$ cat config.mk
export PLATFORM = sky130hd
export DESIGN_NAME = avr_cpu_sequencer
export DESIGN_NICKNAME = d
export VERILOG_FILES = /design/src/rtl/avr_cpu_sequencer_pkg.sv /design/src/rtl/avr_cpu_decode_word.sv /design/src/rtl/avr_cpu_sequencer.sv
export SDC_FILE = /design/constraint.sdc
export NUM_CORES = 1
export LEC_CHECK = 0
export BUFFER_PORTS_ARGS = -buffer_cell sky130_fd_sc_hd__buf_2
export CORE_MARGIN = 8
export CORE_UTILIZATION = 40
export CTS_CLUSTER_SIZE = 24
export DETAILED_ROUTE_END_ITERATION = 7
export PLACE_DENSITY = 0.82
export SETUP_SLACK_MARGIN = 0.4
export SYNTH_ARGS = -nofsm -noshare
export SYNTH_HDL_FRONTEND = slang
export SYNTH_SLANG_ARGS = --single-unit
$ cat constraint.sdc
create_clock -name clk -period 3.6 [get_ports clk]
set_input_delay 0.9 -clock clk [delete_from_list [all_inputs] [get_ports clk]]
set_output_delay 0.9 -clock clk [all_outputs]
set_load 0.005 [all_outputs]
$ cat src/rtl/avr_cpu_sequencer_pkg.sv
// rtl/avr_cpu_sequencer_pkg.sv - shared ALU codes, sequencer states and opcode match masks
package avr_cpu_common;

   typedef enum logic [3:0] {
      ALU_OP_MOVE = 4'd0,
      ALU_OP_ADD  = 4'd1,
      ALU_OP_SUB  = 4'd2,
      ALU_OP_AND  = 4'd3,
      ALU_OP_OR   = 4'd4,
      ALU_OP_EOR  = 4'd5
   } alu_op_t;

   typedef enum logic [1:0] {
      ST_DECODE  = 2'd0,
      ST_FETCH_K = 2'd1,
      ST_FLUSH   = 2'd2
   } seq_state_t;

   typedef enum logic [3:0] {
      OP_NOP, OP_ALU, OP_LDI, OP_IN, OP_OUT, OP_RJMP, OP_JMP, OP_LDS, OP_STS
   } op_class_t;

   typedef enum logic [1:0] {
      LONG_JMP = 2'd0,
      LONG_LDS = 2'd1,
      LONG_STS = 2'd2
   } long_kind_t;

   localparam logic [15:0] MASK_ALU  = 16'hFC00;
   localparam logic [15:0] MATCH_ADD = 16'h0C00;
   localparam logic [15:0] MATCH_SUB = 16'h1800;
   localparam logic [15:0] MATCH_AND = 16'h2000;
   localparam logic [15:0] MATCH_EOR = 16'h2400;
   localparam logic [15:0] MATCH_OR  = 16'h2800;
   localparam logic [15:0] MATCH_MOV = 16'h2C00;
   localparam logic [15:0] MASK_LDI  = 16'hF000;
   localparam logic [15:0] MATCH_LDI = 16'hE000;
   localparam logic [15:0] MASK_IO   = 16'hF800;
   localparam logic [15:0] MATCH_IN  = 16'hB000;
   localparam logic [15:0] MATCH_OUT = 16'hB800;
   localparam logic [15:0] MASK_RJMP = 16'hF000;
   localparam logic [15:0] MATCH_RJMP = 16'hC000;
   localparam logic [15:0] MASK_JMP  = 16'hFE0E;
   localparam logic [15:0] MATCH_JMP = 16'h940C;
   localparam logic [15:0] MASK_LDST = 16'hFE0F;
   localparam logic [15:0] MATCH_LDS = 16'h9000;
   localparam logic [15:0] MATCH_STS = 16'h9200;

   function automatic logic op_match(input logic [15:0] op, input logic [15:0] mask,
                                     input logic [15:0] pattern);
      return (op & mask) == pattern;
   endfunction

endpackage

$ cat src/rtl/avr_cpu_decode_word.sv
// rtl/avr_cpu_decode_word.sv - combinational field extraction and classification of one opcode word
module avr_cpu_decode_word
   import avr_cpu_common::*;
(
   input  logic [15:0] i_opcode,
   output op_class_t   o_op,
   output alu_op_t     o_alu,
   output logic [4:0]  o_alu_d,
   output logic [4:0]  o_alu_r,
   output logic [4:0]  o_ldi_d,
   output logic [4:0]  o_field,
   output logic [7:0]  o_imm,
   output logic [5:0]  o_io_addr,
   output logic [5:0]  o_jmp_hi
);

   assign o_alu_d   = i_opcode[8:4];
   assign o_alu_r   = {i_opcode[9], i_opcode[3:0]};
   assign o_ldi_d   = {1'b1, i_opcode[7:4]};
   assign o_field   = i_opcode[8:4];
   assign o_imm     = {i_opcode[11:8], i_opcode[3:0]};
   assign o_io_addr = {i_opcode[10:9], i_opcode[3:0]};
   assign o_jmp_hi  = {i_opcode[8:4], i_opcode[0]};

   always_comb begin
      o_op  = OP_NOP;
      o_alu = ALU_OP_MOVE;
      if (op_match(i_opcode, MASK_ALU, MATCH_ADD)) begin
         o_op = OP_ALU; o_alu = ALU_OP_ADD;
      end else if (op_match(i_opcode, MASK_ALU, MATCH_SUB)) begin
         o_op = OP_ALU; o_alu = ALU_OP_SUB;
      end else if (op_match(i_opcode, MASK_ALU, MATCH_AND)) begin
         o_op = OP_ALU; o_alu = ALU_OP_AND;
      end else if (op_match(i_opcode, MASK_ALU, MATCH_EOR)) begin
         o_op = OP_ALU; o_alu = ALU_OP_EOR;
      end else if (op_match(i_opcode, MASK_ALU, MATCH_OR)) begin
         o_op = OP_ALU; o_alu = ALU_OP_OR;
      end else if (op_match(i_opcode, MASK_ALU, MATCH_MOV)) begin
         o_op = OP_ALU; o_alu = ALU_OP_MOVE;
      end else if (op_match(i_opcode, MASK_LDI, MATCH_LDI)) begin
         o_op = OP_LDI;
      end else if (op_match(i_opcode, MASK_IO, MATCH_IN)) begin
         o_op = OP_IN;
      end else if (op_match(i_opcode, MASK_IO, MATCH_OUT)) begin
         o_op = OP_OUT;
      end else if (op_match(i_opcode, MASK_RJMP, MATCH_RJMP)) begin
         o_op = OP_RJMP;
      end else if (op_match(i_opcode, MASK_JMP, MATCH_JMP)) begin
         o_op = OP_JMP;
      end else if (op_match(i_opcode, MASK_LDST, MATCH_LDS)) begin
         o_op = OP_LDS;
      end else if (op_match(i_opcode, MASK_LDST, MATCH_STS)) begin
         o_op = OP_STS;
      end
   end

endmodule

$ cat src/rtl/avr_cpu_sequencer.sv
// rtl/avr_cpu_sequencer.sv - multi-cycle decode/sequencing stage: FSM, second-word latches, PC targets
module avr_cpu_sequencer
   import avr_cpu_common::*;
#(
   parameter int PC_WIDTH    = 12,
   parameter int ENABLE_LONG = 1
) (
   input  logic                clk,
   input  logic                reset_n,
   input  logic [15:0]         opcode,
   input  logic                opcode_valid,
   input  logic [PC_WIDTH-1:0] pc,
   output logic [3:0]          alu,
   output logic [4:0]          r_addr,
   output logic [4:0]          d_addr,
   output logic [7:0]          immediate,
   output logic                use_immediate,
   output logic [5:0]          io_addr,
   output logic                io_read,
   output logic                io_write,
   output logic [15:0]         mem_addr,
   output logic                mem_read,
   output logic                mem_write,
   output logic                hold,
   output logic                pc_load,
   output logic [PC_WIDTH-1:0] pc_target
);

   seq_state_t r_state, w_next_state;
   long_kind_t r_kind;
   logic [5:0] r_hi;
   logic [4:0] r_reg;

   op_class_t  w_op, w_op_eff;
   alu_op_t    w_alu, w_alu_out;
   logic [4:0] w_alu_d, w_alu_r, w_ldi_d, w_field;
   logic [5:0] w_io_addr, w_jmp_hi;
   logic [PC_WIDTH-1:0] w_rjmp_target, w_jmp_target;

   avr_cpu_decode_word u_decode (
      .i_opcode  (opcode),
      .o_op      (w_op),
      .o_alu     (w_alu),
      .o_alu_d   (w_alu_d),
      .o_alu_r   (w_alu_r),
      .o_ldi_d   (w_ldi_d),
      .o_field   (w_field),
      .o_imm     (immediate),
      .o_io_addr (w_io_addr),
      .o_jmp_hi  (w_jmp_hi)
   );

   // Without long support the two-word ops collapse to NOP, leaving FETCH_K unreachable.
   assign w_op_eff = ((ENABLE_LONG == 0) && (w_op == OP_JMP || w_op == OP_LDS || w_op == OP_STS))
                     ? OP_NOP : w_op;

   assign w_rjmp_target = pc + PC_WIDTH'(1) + PC_WIDTH'({{20{opcode[11]}}, opcode[11:0]});
   assign w_jmp_target  = PC_WIDTH'({r_hi, opcode});
   assign alu           = w_alu_out;

   always_ff @(posedge clk or negedge reset_n) begin
      if (!reset_n) r_state <= ST_DECODE;
      else          r_state <= w_next_state;
   end

   always_ff @(posedge clk or negedge reset_n) begin
      if (!reset_n) begin
         r_kind <= LONG_JMP;
         r_hi   <= '0;
         r_reg  <= '0;
      end else if (r_state == ST_DECODE && opcode_valid) begin
         case (w_op_eff)
            OP_JMP: begin r_kind <= LONG_JMP; r_hi <= w_jmp_hi; end
            OP_LDS: begin r_kind <= LONG_LDS; r_reg <= w_field; end
            OP_STS: begin r_kind <= LONG_STS; r_reg <= w_field; end
            default: ;
         endcase
      end
   end

   always_comb begin
      w_next_state = r_state;
      case (r_state)
         ST_DECODE:
            if (opcode_valid) begin
               case (w_op_eff)
                  OP_RJMP:                w_next_state = ST_FLUSH;
                  OP_JMP, OP_LDS, OP_STS: w_next_state = ST_FETCH_K;
                  default:                w_next_state = ST_DECODE;
               endcase
            end
         ST_FETCH_K:
            if (opcode_valid)
               w_next_state = (r_kind == LONG_JMP) ? ST_FLUSH : ST_DECODE;
         default: w_next_state = ST_DECODE;
      endcase
   end

   always_comb begin
      w_alu_out     = ALU_OP_MOVE;
      r_addr        = '0;
      d_addr        = '0;
      use_immediate = 1'b0;
      io_addr       = '0;
      io_read       = 1'b0;
      io_write      = 1'b0;
      mem_addr      = '0;
      mem_read      = 1'b0;
      mem_write     = 1'b0;
      hold          = 1'b0;
      pc_load       = 1'b0;
      pc_target     = '0;
      case (r_state)
         ST_DECODE:
            if (opcode_valid) begin
               case (w_op_eff)
                  OP_ALU: begin w_alu_out = w_alu; d_addr = w_alu_d; r_addr = w_alu_r; end
                  OP_LDI: begin d_addr = w_ldi_d; use_immediate = 1'b1; end
                  OP_IN: begin
                     r_addr = w_field; d_addr = w_field; io_addr = w_io_addr; io_read = 1'b1;
                  end
                  OP_OUT: begin
                     r_addr = w_field; d_addr = w_field; io_addr = w_io_addr; io_write = 1'b1;
                  end
                  OP_RJMP: begin pc_load = 1'b1; pc_target = w_rjmp_target; hold = 1'b1; end
                  OP_JMP:  hold = 1'b1;
                  default: ;
               endcase
            end
         ST_FETCH_K:
            if (!opcode_valid) begin
               hold = 1'b1;
            end else begin
               case (r_kind)
                  LONG_JMP: begin pc_load = 1'b1; pc_target = w_jmp_target; hold = 1'b1; end
                  LONG_LDS: begin mem_addr = opcode; mem_read = 1'b1; d_addr = r_reg; end
                  default:  begin mem_addr = opcode; mem_write = 1'b1; r_addr = r_reg; end
               endcase
            end
         default: ;
      endcase
      if (!reset_n) begin
         io_read = 1'b0; io_write = 1'b0; mem_read = 1'b0; mem_write = 1'b0;
         pc_load = 1'b0; hold = 1'b0;
      end
   end

endmodule

==> impl_metrics.toml <==
[grt]
grt_pass1_wl_um = 11200
grt.total_usage = 0.189
antenna_found_initial = 0
grt_remaining_overflow = 0
grt_max_degree = 35
grt_pass1_vias = 2265

[synth]
syn_avg_cell_area_sq_um = 7.30
syn_nets = 288
yosys-top-cells-area = "dfrtp_1 13%, ha_1 7.7%, nor2_1 7.6%"
synthFlopType = "dfrtp_1"
ys_warn_count = 0
synth_top_area_share = 0.126
synth_seq_area_share = 0.126
synth_top_area_cell = "dfrtp_1"
synth_seq_cells = 9
synth_cells = 245
synth_cell_types = 54
syn_area_sq_mm = 0.00179
synth-edff-count = 0
async_flop_share = 1.00

[job]
cap_viol_max_count = 0

[sta]
setup_viol = 1
fin_crit_sh = 1.03
holdWs_ps = 536
fin_worst_skew_ps = 0.405
maxSlewViolCount = 0
worst_slack_ps = -101
setup_tns_ps = -101
layout_min_cycle_time_ps = 3700
hold_viol = 0
fmax_mhz = 270
max_slew_margin = 0.477
tightest_slew_ps = 780
rsz0062_at_grt = "yes"

[clock_tree]
clkLatencyLatePin_ps = 230
numCtsBuffers = 3
clockRootBuffer = "clkbuf_8"
cts_tree = "done"
path_clk_slew_ps = 50
clock_sinks = 9
cts_buffer_depth = 2
cts_max_level = 1
cts_hold_buf = 0

[floorplanning]
core_area_sq_mm = 0.00432
num_rows = 24
die_h_um = 82.9
start_util = 0.414
io_pins = 94
die_area_sq_mm = 0.00687
die_x_um = 82.9

[power_and_ir_drop]
ir_worst_vdd_mv = 0.133
p_leak_nw = 1.44
power.total_w = 0.000506
power.density_mw_per_mm2 = 180

[setup_path]
r2r-end = "r_kind[1]"
r2r_cells = 8
arrival_ps = 2800
reg2reg_slack_ps = 1270
required_ps = 2700
crit_path_end_kind = "output port"
setup.worst_path.class = "in -> out"
worst-path-max-fanout = 2
r2r-start = "r_state[1]"
start_kind = "primary input"

[layout]
layout-drive-gt1-share = 0.493
area_growth_syn_to_layout_pct = 56.7
antennaDiodeCount = 0
largest_register_ffs = 5
final_util = 0.648
final_nets = 403
stdcell_area_sq_mm = 0.00280

[routing]
wl_per_cell_um = 17.9
drt-total-wl_um = 7350
drc = 0
dr.pass1.iters = 5
antenna_left = 0
drt_iter0_drc = 208
viasPerCell = 5.79
vias = 2381

[placed_design]
gp_congestion = 0.920
dp_hpwl_um = 5390
postPlaceCellArea_sq_mm = 0.00246
numPortBuffers = 92

[min_path]
min_path_type = "in -> async"

[run_status]
violations = "setup timing"
status = "finished with violations"
[power by group]
part           leakage [nW]  total (W)  internal [W]  switching (W)
Combinational          1.29   0.000284      0.000139       0.000145
Clock                0.0228   0.000118     0.0000773      0.0000408
Sequential            0.125   0.000103      0.000102     0.00000102
[repair_timing]
action,4_1_cts,5_1_grt
pin swaps,18,14
cloned,0,0
endpoints found under the hold margin,0,0
gates resized for setup,24,21
setup endpoints to repair,11,15
buffers inserted,8,5
[synth_stat cells, drive strengths merged (2+ instances only)]
master and count:
a22o 10, xnor2 5, or4 2, nor2 37, buf 15, dfrtp 9, nor2b 5, inv 8
nand4 3, clkbuf 7, a21boi 3, a32o 4, a21o 3, nand2b 7, mux2 8, a211oi 2
and3 9, xor2 5, ha 11, o22ai 11, o32ai 2, nand2 24, nand3 5, a31oi 2
o21ai 7, and2 4, nor4 3, o211ai 4, nor3 5, a21oi 11
[worst max path at each step]
stage / from / end / slack, ps
floorplan: opcode[4] / pc_target[11] / 250
global placement: opcode[4] / pc_target[11] / -50
detailed placement: pc[0] / pc_target[8] / -110
finish: opcode[5] / pc_target[11] / -100
global route: opcode[2] / pc_target[11] / -140
CTS: pc[6] / pc_target[11] / -40
[metrics by stage]
step	worst slack [ps]	instances
finish	-101	411
global route	-142	411
CTS	-44.5	406
detailed placement	-111	394
global placement	-54.7	394
floorplan	247	245
[placed cells by master (no fill, tap or decap), types with 3 or more instances in the layout]
| cell | netlist | routed |
|---|---|---|
| nand4_1 | 3 | 3 |
| a22o_1 | 10 | 10 |
| xnor2_1 | 5 | 5 |
| nor3_1 | 5 | 5 |
| a32o_1 | 4 | 4 |
| and3_1 | 9 | 7 |
| inv_1 | 8 | 6 |
| buf_4 | 9 | 36 |
| o21ai_1 | 1 | 4 |
| o22ai_1 | 11 | 9 |
| mux2_2 | 8 | 8 |
| nand2b_1 | 7 | 6 |
| ha_1 | 11 | 5 |
| nor2_1 | 36 | 36 |
| ha_4 | 0 | 6 |
| dfrtp_1 | 9 | 9 |
| nand3_1 | 5 | 5 |
| buf_2 | 5 | 83 |
| and2_1 | 4 | 4 |
| nand2_1 | 24 | 24 |
| o211ai_1 | 3 | 3 |
| xor2_1 | 5 | 5 |
| buf_6 | 1 | 9 |
| clkbuf_8 | 2 | 3 |
| a21oi_1 | 11 | 9 |
[kinds of logic after synthesis]
family | count (synthesis) | synth area share
mux | 9 | 0.0559
xor+xnor | 10 | 0.0489
compound gates | 66 | 0.268
flops | 9 | 0.126
other cells | 1 | 0.00210
buf+inv | 30 | 0.101
simple gates | 108 | 0.310
fa+ha+maj | 12 | 0.0881
[layer usage]
layer  share of wire  vias to the layer above  track usage
met5               0                        -            0
met4           0.033                        0       0.0863
met3           0.077                       24       0.0430
met2            0.50                      131        0.327
met1            0.39                     1103        0.213
li1                -                     1123            -
[cell type report]
type	instances	area [sq um]
Tap cell	52	65.1
Inverter	8	47.5
Clock buffer	4	45.0
Sequential cell	9	225
Multi-Input combinational cell	206	1590
Timing Repair Buffer	132	832
Fill cell	369	1520
[critical path, stage by stage]
cell	delay, ps
buf_6	100
ha_4	230
o21a_1	200
o211ai_2	220
a211oi_2	80
or4_4	490
and3_4	180
a311o_1	280
buf_2	130
Power figures use the tool's default switching activity.
